`config.mk`:
```
export PLATFORM = sky130hd
export DESIGN_NAME = pc_fetch_unit
export DESIGN_NICKNAME = d
export VERILOG_FILES = /design/src/rtl/fetch_pkg.sv /design/src/rtl/pc_next_calc.sv /design/src/rtl/pc_fetch_unit.sv
export SDC_FILE = /design/constraint.sdc
export NUM_CORES = 1
export LEC_CHECK = 0
export BUFFER_PORTS_ARGS = -buffer_cell sky130_fd_sc_hd__buf_2
export CAP_MARGIN = 15
export CORE_MARGIN = 2
export CORE_UTILIZATION = 25
export CTS_CLUSTER_SIZE = 16
export DETAILED_ROUTE_END_ITERATION = 6
export SLEW_MARGIN = 40
export SYNTH_ARGS = -nofsm -noshare
export SYNTH_HDL_FRONTEND = slang
export SYNTH_SLANG_ARGS = --single-unit
```
`constraint.sdc`:
```
create_clock -name clk -period 8.95 [get_ports clk]
set_clock_uncertainty 0.1 [all_clocks]
set_input_delay 1.3425 -clock clk [delete_from_list [all_inputs] [get_ports clk]]
set_output_delay 1.3425 -clock clk [all_outputs]
set_load 0.1 [all_outputs]
```
`src/rtl/fetch_pkg.sv`:
```
// Shared types and constants for the instruction-fetch stage.
package fetch_pkg;

  typedef enum logic [1:0] {
    S_FETCH = 2'd0,
    S_WAIT  = 2'd1,
    S_EXEC  = 2'd2
  } fetch_state_e;

  localparam int INSTR_W  = 32;
  localparam int PC_STEP  = 4;
  localparam int OFFSET_W = 8;

endpackage

```
`src/rtl/pc_next_calc.sv`:
```
// Combinational next-PC selection: sequential PC+4 or PC+4 plus a signed word offset.
module pc_next_calc
  import fetch_pkg::*;
(
  input  logic [INSTR_W-1:0]  pc,
  input  logic [OFFSET_W-1:0] offset,
  input  logic                flowselect,
  output logic [INSTR_W-1:0]  next_pc
);

  logic [INSTR_W-1:0] seq_pc;
  logic [INSTR_W-1:0] rel_bytes;

  assign seq_pc = pc + INSTR_W'(PC_STEP);

  // Word offset to byte offset: sign-extend, then scale by 4. Wrap-around is intended.
  assign rel_bytes = {{(INSTR_W - OFFSET_W - 2){offset[OFFSET_W-1]}}, offset, 2'b00};

  assign next_pc = flowselect ? (seq_pc + rel_bytes) : seq_pc;

endmodule

```
`src/rtl/pc_fetch_unit.sv`:
```
// Instruction-fetch stage: PC register, busywait IMEM handshake, one-cycle decode window.
// Optional busywait timeout flag is built when FETCH_TIMEOUT_EN is defined.
module pc_fetch_unit
  import fetch_pkg::*;
#(
  parameter logic [INSTR_W-1:0] RESET_PC       = 32'h0000_0000,
  parameter int                 TIMEOUT_CYCLES = 255
) (
  input  logic                clk,
  input  logic                rst_n,
  input  logic                flowselect,
  input  logic [OFFSET_W-1:0] offset,
  input  logic                stall,
  input  logic [INSTR_W-1:0]  imem_readdata,
  input  logic                imem_busywait,
  output logic [INSTR_W-1:0]  pc,
  output logic [INSTR_W-1:0]  imem_address,
  output logic                imem_read,
  output logic [INSTR_W-1:0]  instruction,
  output logic                instr_valid,
  output logic                fetch_timeout
);

  fetch_state_e       state, next_state;
  logic               load_instr;
  logic               load_pc;
  logic [INSTR_W-1:0] next_pc;

  pc_next_calc u_pc_next_calc (
    .pc         (pc),
    .offset     (offset),
    .flowselect (flowselect),
    .next_pc    (next_pc)
  );

  // NOTE: every output of a combinational block gets a default first, so no path infers a latch.
  always_comb begin
    next_state = state;
    load_instr = 1'b0;
    load_pc    = 1'b0;
    unique case (state)
      S_FETCH, S_WAIT: begin
        if (!imem_busywait) begin
          load_instr = 1'b1;
          next_state = S_EXEC;
        end else begin
          next_state = S_WAIT;
        end
      end
      S_EXEC: begin
        if (!stall) begin
          load_pc    = 1'b1;
          next_state = S_FETCH;
        end
      end
      default: next_state = S_FETCH;
    endcase
  end

  // NOTE: sequential state uses non-blocking assignments so every register samples pre-edge values.
  always_ff @(posedge clk or negedge rst_n) begin
    if (!rst_n) begin
      state       <= S_FETCH;
      pc          <= RESET_PC;
      instruction <= '0;
    end else begin
      state <= next_state;
      if (load_pc)    pc          <= next_pc;
      if (load_instr) instruction <= imem_readdata;
    end
  end

  assign imem_address = pc;
  assign instr_valid  = (state == S_EXEC);
  // Read request follows the registered state but is forced low while reset is asserted.
  assign imem_read    = rst_n && (state != S_EXEC);

`ifdef FETCH_TIMEOUT_EN
  localparam int CNT_W = ($clog2(TIMEOUT_CYCLES + 1) > 8) ? $clog2(TIMEOUT_CYCLES + 1) : 8;

  logic [CNT_W-1:0] wait_cnt;
  logic [CNT_W-1:0] wait_cnt_inc;
  logic             timeout_q;

  assign wait_cnt_inc = (&wait_cnt) ? wait_cnt : wait_cnt + CNT_W'(1);

  // The flag only reports; the fetch keeps waiting for the memory.
  always_ff @(posedge clk or negedge rst_n) begin
    if (!rst_n) begin
      wait_cnt  <= '0;
      timeout_q <= 1'b0;
    end else if (state == S_WAIT) begin
      wait_cnt <= (next_state == S_WAIT) ? wait_cnt_inc : '0;
      if (wait_cnt_inc == CNT_W'(TIMEOUT_CYCLES)) timeout_q <= 1'b1;
    end
  end

  assign fetch_timeout = timeout_q;
`else
  assign fetch_timeout = 1'b0;
`endif

endmodule

```
==> results of run 1 <==
==> final cells by class <==
cell class	count	area (um2)	area share
Inverter	17	63.8	0.0102
Clock inverter	7	71.3	0.0114
Sequential cell	64	1600	0.255
Multi-Input combinational cell	464	3240	0.516
Timing Repair Buffer	143	732	0.117
Tap cell	275	344	0.0548
Clock buffer	9	225	0.0359
==> flip-flops by register name, indices dropped and copies added, names as in the netlist <==
name / flops
instruction: 32
state: 2
imem_address: 30
==> layer usage <==
metal | global-route usage | routed length [um]
met1 | 0.167 | 6970
met2 | 0.208 | 6340
met3 | 0.0278 | 893
met4 | 0.0433 | 199
met5 | 0 | 0
==> stage by stage <==
step / hold WS, ns / instance area, um2 / instances / utilization / worst slack (ns)
after floorplan: 0.317 / 5270 / 605 / - / 4.50
after global placement: 0.349 / 5980 / 963 / 0.287 / 4.56
after detailed placement: 0.353 / 5980 / 963 / 0.287 / 4.48
after CTS: 0.359 / 6280 / 979 / 0.302 / 4.57
after global routing: 0.366 / 6280 / 979 / 0.302 / 4.17
final: 0.357 / 6280 / 979 / 0.302 / 4.52
==> worst min-delay path by stage <==
stage              from       end  slack (ns)  cells past startpoint
2_1_floorplan  state[1]  state[0]        0.32                      1
3_3_place_gp   state[1]  state[0]        0.35                      1
3_5_place_dp   state[1]  state[0]        0.35                      1
4_1_cts        state[1]  state[0]        0.36                      1
5_1_grt        state[1]  state[0]        0.37                      1
6_report       state[1]  state[0]        0.36                      1
==> worst register-to-register path, stage by stage, from the launching register on <==
cell and delay, ns:
dfrtp_1 0.61, ha_1 0.37, nand4_1 0.35, nor3_1 0.29, xor2_1 0.23, ha_1 0.33, a21oi_1 0.17, o21ai_0 0.13
o41ai_1 0.46, nor2_1 0.11, a21oi_2 0.20, o2111ai_2 0.18, a31oi_2 0.19, mux2i_1 0.25, mux2i_1 0.24, xor2_1 0.15
==> cell families (layout without fill, tap and decap cells) <==
logic type	after synthesis	after routing	share of synthesized area
compound gates	158	158	0.193
flops	64	64	0.305
fa+ha+maj	38	38	0.0920
simple gates	173	173	0.161
buf+inv	77	176	0.0810
other cells	1	5	0.000714
xor+xnor	50	50	0.0834
mux	40	40	0.0839
==> cell usage after synthesis (all sizes together), types with 17 or more instances <==
library cell / instances / area share
xor2: 23 / 0.038
a21o: 19 / 0.027
nor3: 23 / 0.024
a21oi: 36 / 0.038
inv: 17 / 0.012
ha: 37 / 0.088
dfrtp: 64 / 0.31
xnor2: 27 / 0.045
nor2: 44 / 0.031
nand2: 50 / 0.036
o21ai: 54 / 0.051
buf: 41 / 0.055
mux2: 32 / 0.069
clkbuf: 19 / 0.014
==> impl_metrics.ini, run 1 <==
[sta]
fin_setup_tns_ns = 0
maxSlewViolCount = 0
finalSetupViolCount = 0
slew_headroom = 0.529
hold_viol_final = 0
worst_pin_slew_ns = 0.706
post-route-min-period_ns = 4.43
fmax_ghz = 0.226
fin_crit_sh = 0.495
rsz0062_at_grt = no

[worst_setup_path]
required_ns = 9.11
startpoint = imem_address[2]
critical-path-top-delay-family = compound AO/OA/AOI/OAI gates
crit_chain = ha_1 > nand4_1 > nor3_1 > xor2_1 > ha_1 > a21oi_1 > o21ai_0 > o41ai_1 > nor2_1 > a21oi_2 > o2111ai_2 > a31oi_2 > mux2i_1 > mux2i_1 > xor2_1
crit_type = flip-flop to flip-flop
path_buf_inv = 0
end_kind = flip-flop
arrival_ns = 4.60
cp_slowest_cell = dfrtp_1
r2r_end = imem_address[31]
critPathLaunchType = flip-flop
crit_fanout = 11
r2r-start = imem_address[2]
r2r_slack_ns = 4.52
crit_end = imem_address[31]
crit_path_max_incr_delay_ns = 0.61
cp.depth = 15
r2r_cells = 15

[die]
die_h_um = 149
fp-row-count = 53
fp.dieW_um = 149
placeableCoreArea_mm2 = 0.0208
die_area_mm2 = 0.0222
initial_core_util = 0.252
io_pins = 144

[clock_tree]
cts_buffers = 9
post_cts_resized = 0
holdBufCountCts = 0
postCtsSetupBuffers = 0
clk-insertion-delay-late_ns = 0.34
cts_tree = built
clock_sinks = 64
clockRootBuffer = clkbuf_16
clock_path_buffers = 2
cts.clk_slew.worst_paths_ns = 0.07
cts.htree.levels = 3

[logic_synthesis]
synth_cell_type_count = 58
avgSynthCellArea_um2 = 8.74
synth_ff_type = dfrtp_1
synth_area_mm2 = 0.00525
yosysSeqAreaShare = 0.305
yosys_register_bits = 64
ys_async_sr_fraction = 1.00
netlist_instances = 601
synth_edf_count = 0
ys_warn_count = 0

[global_route]
grt_first_pass_wirelength_mm = 22.4
grt_max_degree = 69
overflow = 0
grt_pass1_vias = 4332
grt_usage = 0.128
antenna_found_initial = 0

[place]
routabilityCongestion = 0.838
hpwl_mm = 10.8
io_buffers = 138

[cells_and_area]
fillCellCount = 2225
fin_nets = 782
area_growth_syn_to_layout_pct = 19.6
diodes = 0
drive_gt1_frac = 0.290
final_common_cell = buf_2
final_cell_mix = 138 x buf_2, 64 x dfrtp_1, 51 x o21ai_0

[route]
vias = 4622
drt_pass1_iterations = 4
drcViolationCount = 0
drt_iter0_markers = 214
totalWireLength_mm = 14.4
ant_nets = 0
post_drt_via_cell_ratio = 4.72
route.detailed.wl_per_inst_um = 14.7

[job]
max_cap_violations = 0

[status]
status = complete, no violations

[hold_path]
hp-class = flip-flop to flip-flop
Power of run 1 is left out: the tool's default activity adds up to more than one toggle a clock period on the data nets, which glitch-free logic cannot reach.
==> inputs of run 2 (changes only) <==
==> constraint.sdc (replaced) <==
create_clock -name clk -period 4.1 [get_ports clk]
set_clock_uncertainty 0.1 [all_clocks]
set_input_delay 0.615 -clock clk [delete_from_list [all_inputs] [get_ports clk]]
set_output_delay 0.615 -clock clk [all_outputs]
set_load 0.1 [all_outputs]
==> impl_metrics.ini, run 2 (synthesized netlist as in run 1, its figures left out) <==
[status]
status = complete, no violations

[sta]
hold_viol_final = 0
fmax_ghz = 0.265
timing.final.ws_setup_ns = 0.325
finalSetupViolCount = 0
worst_pin_slew_ns = 0.765
post-route-min-period_ns = 3.78
slew_headroom = 0.490
maxSlewViolCount = 0
fin_setup_tns_ns = 0
fin_crit_sh = 0.921
rsz0062_at_grt = no

[route]
drt_pass1_iterations = 5
drcViolationCount = 0
ant_nets = 0
route.detailed.wl_per_inst_um = 14.8
post_drt_via_cell_ratio = 4.77
drt_iter0_markers = 294
totalWireLength_mm = 14.7
vias = 4726

[die]
fp-row-count = 53
initial_core_util = 0.252
placeableCoreArea_mm2 = 0.0208
fp.dieW_um = 149
io_pins = 144
die_area_mm2 = 0.0222
die_h_um = 149

[worst_setup_path]
arrival_ns = 3.91
required_ns = 4.24
r2r_slack_ns = 0.32
startpoint = imem_address[4]
end_kind = flip-flop
critPathLaunchType = flip-flop
r2r-start = imem_address[4]
crit_type = flip-flop to flip-flop
crit_fanout = 10

[clock_tree]
postCtsSetupBuffers = 0
clockRootBuffer = clkbuf_16
cts_tree = built
cts_buffers = 9
clock_sinks = 64
holdBufCountCts = 0
cts.clk_slew.worst_paths_ns = 0.07
cts.htree.levels = 3
clk-insertion-delay-late_ns = 0.34
clock_path_buffers = 2
post_cts_resized = 0

[place]
routabilityCongestion = 0.855
io_buffers = 138
hpwl_mm = 11.2
place_ws_ns = 0.206

[hold_path]
hp-class = input port to asynchronous set/reset pin

[cells_and_area]
fin_nets = 793
final_common_cell = buf_2
fillCellCount = 2140
diodes = 0
final_cell_mix = 138 x buf_2, 52 x dfrtp_1, 51 x o21ai_0
register_area_mm2 = 0.00162
largest_reg_flops = 32
area_growth_syn_to_layout_pct = 23.2
top_register = instruction
multi_input_area_mm2 = 0.00327
drive_gt1_frac = 0.324

[global_route]
grt_max_degree = 65
overflow = 0
antenna_found_initial = 0
grt_first_pass_wirelength_mm = 23.0
grt_pass1_vias = 4468
grt_usage = 0.132

[job]
max_cap_violations = 0
-- run 2: worst max-delay path, stage by stage (launching register included) --
cell	delay, ns
dfrtp_4	0.47
and4_4	0.27
nand3_4	0.11
nor3_4	0.24
nand2_1	0.12
nor3_1	0.38
xor2_1	0.29
ha_1	0.32
a21o_1	0.20
a21oi_1	0.16
o21bai_1	0.10
a21oi_1	0.14
o21ai_0	0.09
nor2_1	0.10
o21ai_1	0.11
a2111o_1	0.38
o311ai_1	0.09
-- run 2: path summary, 6_finish.rpt --
path	to	cells after the start
hold / removal	instruction[21]	2
setup reg to reg	imem_address[30]	16
setup / recovery	imem_address[30]	16
min in group clk	state[0]	1
max in group asynchronous	imem_address[4]	2
hold reg to reg	state[0]	1
-- run 2: final cells by class --
| type | instances | area share |
|---|---|---|
| timing repair buffer | 154 | 0.126 |
| clock buffer | 10 | 0.0370 |
| tap | 275 | 0.0532 |
| clock inverter | 6 | 0.0180 |
| multi-input combinational | 464 | 0.506 |
| inverter | 17 | 0.00987 |
| sequential | 64 | 0.250 |
-- run 2: metrics by stage --
stage / instances / util / hold slack, ns / cell area (um2)
final: 990 / 0.311 / 0.292 / 6470
after global routing: 990 / 0.311 / 0.350 / 6470
after CTS: 990 / 0.309 / 0.309 / 6440
after detailed placement: 974 / 0.292 / 0.353 / 6080
after global placement: 974 / 0.292 / 0.345 / 6080
after floorplan: 605 / - / 0.219 / 5280
-- run 2: per-layer routing --
layer | vias up | share of wire | track usage
li1 | 2345 | - | -
met1 | 2189 | 0.46 | 0.171
met2 | 173 | 0.45 | 0.210
met3 | 19 | 0.077 | 0.0349
met4 | 0 | 0.018 | 0.0495
met5 | - | 0 | 0
Power of run 2 is left out for the same reason.
==> inputs of run 3 (changes only) <==
--- a/config.mk
+++ b/config.mk
@@ -11,6 +11,8 @@
 export CORE_UTILIZATION = 25
 export CTS_CLUSTER_SIZE = 16
 export DETAILED_ROUTE_END_ITERATION = 6
+export MAX_ROUTING_LAYER = met4
+export SETUP_SLACK_MARGIN = 0.02
 export SLEW_MARGIN = 40
 export SYNTH_ARGS = -nofsm -noshare
 export SYNTH_HDL_FRONTEND = slang
==> impl_metrics.ini, run 3 (synthesized netlist as in run 1, its figures left out) <==
[status]
status = complete, no violations

[cells_and_area]
final_common_cell = buf_2
fin_nets = 797
final_cell_mix = 138 x buf_2, 51 x dfrtp_1, 50 x o21ai_0
utilization = 0.311
top_register = instruction
largest_reg_flops = 32
instances_no_fill = 995
fillCellCount = 2185
area_growth_syn_to_layout_pct = 23.5
drive_gt1_frac = 0.338

[global_route]
grt_max_degree = 65
grt_first_pass_wirelength_mm = 23.1
antenna_found_initial = 1
grt_pass1_vias = 4414
grt_usage = 0.134
overflow = 0

[clock_tree]
clock_sinks = 64
cts.htree.levels = 3
clockRootBuffer = clkbuf_16
clock_path_buffers = 2
cts.clk_slew.worst_paths_ns = 0.06
cts_buffers = 9
cts_tree = built
holdBufCountCts = 0
clk-insertion-delay-late_ns = 0.33

[die]
die_h_um = 149
die_area_mm2 = 0.0222
fp-row-count = 53
io_pins = 144
initial_core_util = 0.252
fp.dieW_um = 149
placeableCoreArea_mm2 = 0.0208

[route]
drcViolationCount = 0
post_drt_via_cell_ratio = 4.81
drt_iter0_markers = 319
drt_pass1_iterations = 5
totalWireLength_mm = 14.6
ant_nets = 0
route.detailed.wl_per_inst_um = 14.7
vias = 4786

[sta]
fin_setup_tns_ns = 0
rsz0062_at_grt = no
timing.final.ws_setup_ns = 0.279
maxSlewViolCount = 0
slew_headroom = 0.486
finalSetupViolCount = 0
hold_viol_final = 0
fmax_ghz = 0.262
worst_pin_slew_ns = 0.771
post-route-min-period_ns = 3.82
fin_crit_sh = 0.932

[place]
routabilityCongestion = 0.879
io_buffers = 138
place_ws_ns = 0.208
dp.cells = 970
hpwl_mm = 11.2

[worst_setup_path]
crit_chain = and4_4 > nand3_4 > nor2_4 > nand3_1 > xnor2_1 > ha_1 > a21o_1 > a21oi_1 > o21ai_1 > a41o_1 > a21oi_2 > o2111ai_2 > a31oi_2 > mux2i_1 > mux2i_1 > xor2_1
crit_path_max_incr_delay_ns = 0.44
crit_type = flip-flop to flip-flop
cp_slowest_cell = dfrtp_4
arrival_ns = 3.97
end_kind = flip-flop
r2r_slack_ns = 0.28
crit_top_cell = mux2i_1
crit_fanout = 6
required_ns = 4.25
critPathLaunchType = flip-flop

[job]
max_cap_violations = 0

[hold_path]
hp-class = input port to asynchronous set/reset pin
## run 3: cell types whose count changed in the layout (fill, tap and decap cells not counted), sizes merged
cell,delta
diode,+1
clkinvlp,+1
buf,+4
bufinv,-2
clkinv,+1
## run 3: critical path, delay by kind of cell, from the launching register on
kind | cells | cell delay [ns]
AOI/OAI and AO/OA | 7 | 1.40
and+or+nand+nor | 4 | 0.65
muxes | 2 | 0.49
DFF | 1 | 0.44
xor gates and xnor gates | 2 | 0.35
adders and majority gates | 1 | 0.33
## run 3: layout make-up
| cell class | instances | area [um2] | area share |
|---|---|---|---|
| well taps | 275 | 344 | 0.0531 |
| multi-input cells | 464 | 3320 | 0.512 |
| diodes | 1 | 2.50 | 0.000386 |
| flip-flops and latches | 64 | 1620 | 0.250 |
| clock buffers | 10 | 229 | 0.0353 |
| inverters | 17 | 63.8 | 0.00985 |
| clock inverters | 6 | 61.3 | 0.00946 |
| repair buffers | 158 | 845 | 0.130 |
## run 3: what timing repair did
action / 4_1_cts / 5_1_grt
setup endpoints to repair: 0 / 6
resized for setup: 0 / 16
setup buffers: 0 / 8
## run 3: worst paths after layout
path / from / endpoint / cells past startpoint
setup / recovery: imem_address[4] / imem_address[31] / 16
min in group clk: state[1] / state[0] / 1
hold / removal: rst_n / instruction[17] / 2
setup reg to reg: imem_address[4] / imem_address[31] / 16
max in group asynchronous: rst_n / imem_address[4] / 2
hold reg to reg: state[1] / state[0] / 1
## run 3: layer usage
layer,share of wire,track usage,vias up
li1,-,-,2349
met1,0.47,0.178,2224
met2,0.43,0.210,191
met3,0.079,0.0239,22
met4,0.018,0.0381,0
met5,0,-,-
## run 3: metrics by stage
stage | cell area, um2 | hold slack (ns)
detailed placement | 6050 | 0.354
global placement | 6050 | 0.345
finish | 6480 | 0.314
floorplan | 5280 | 0.219
CTS | 6340 | 0.331
global route | 6480 | 0.370
Power of run 3 is left out for the same reason.
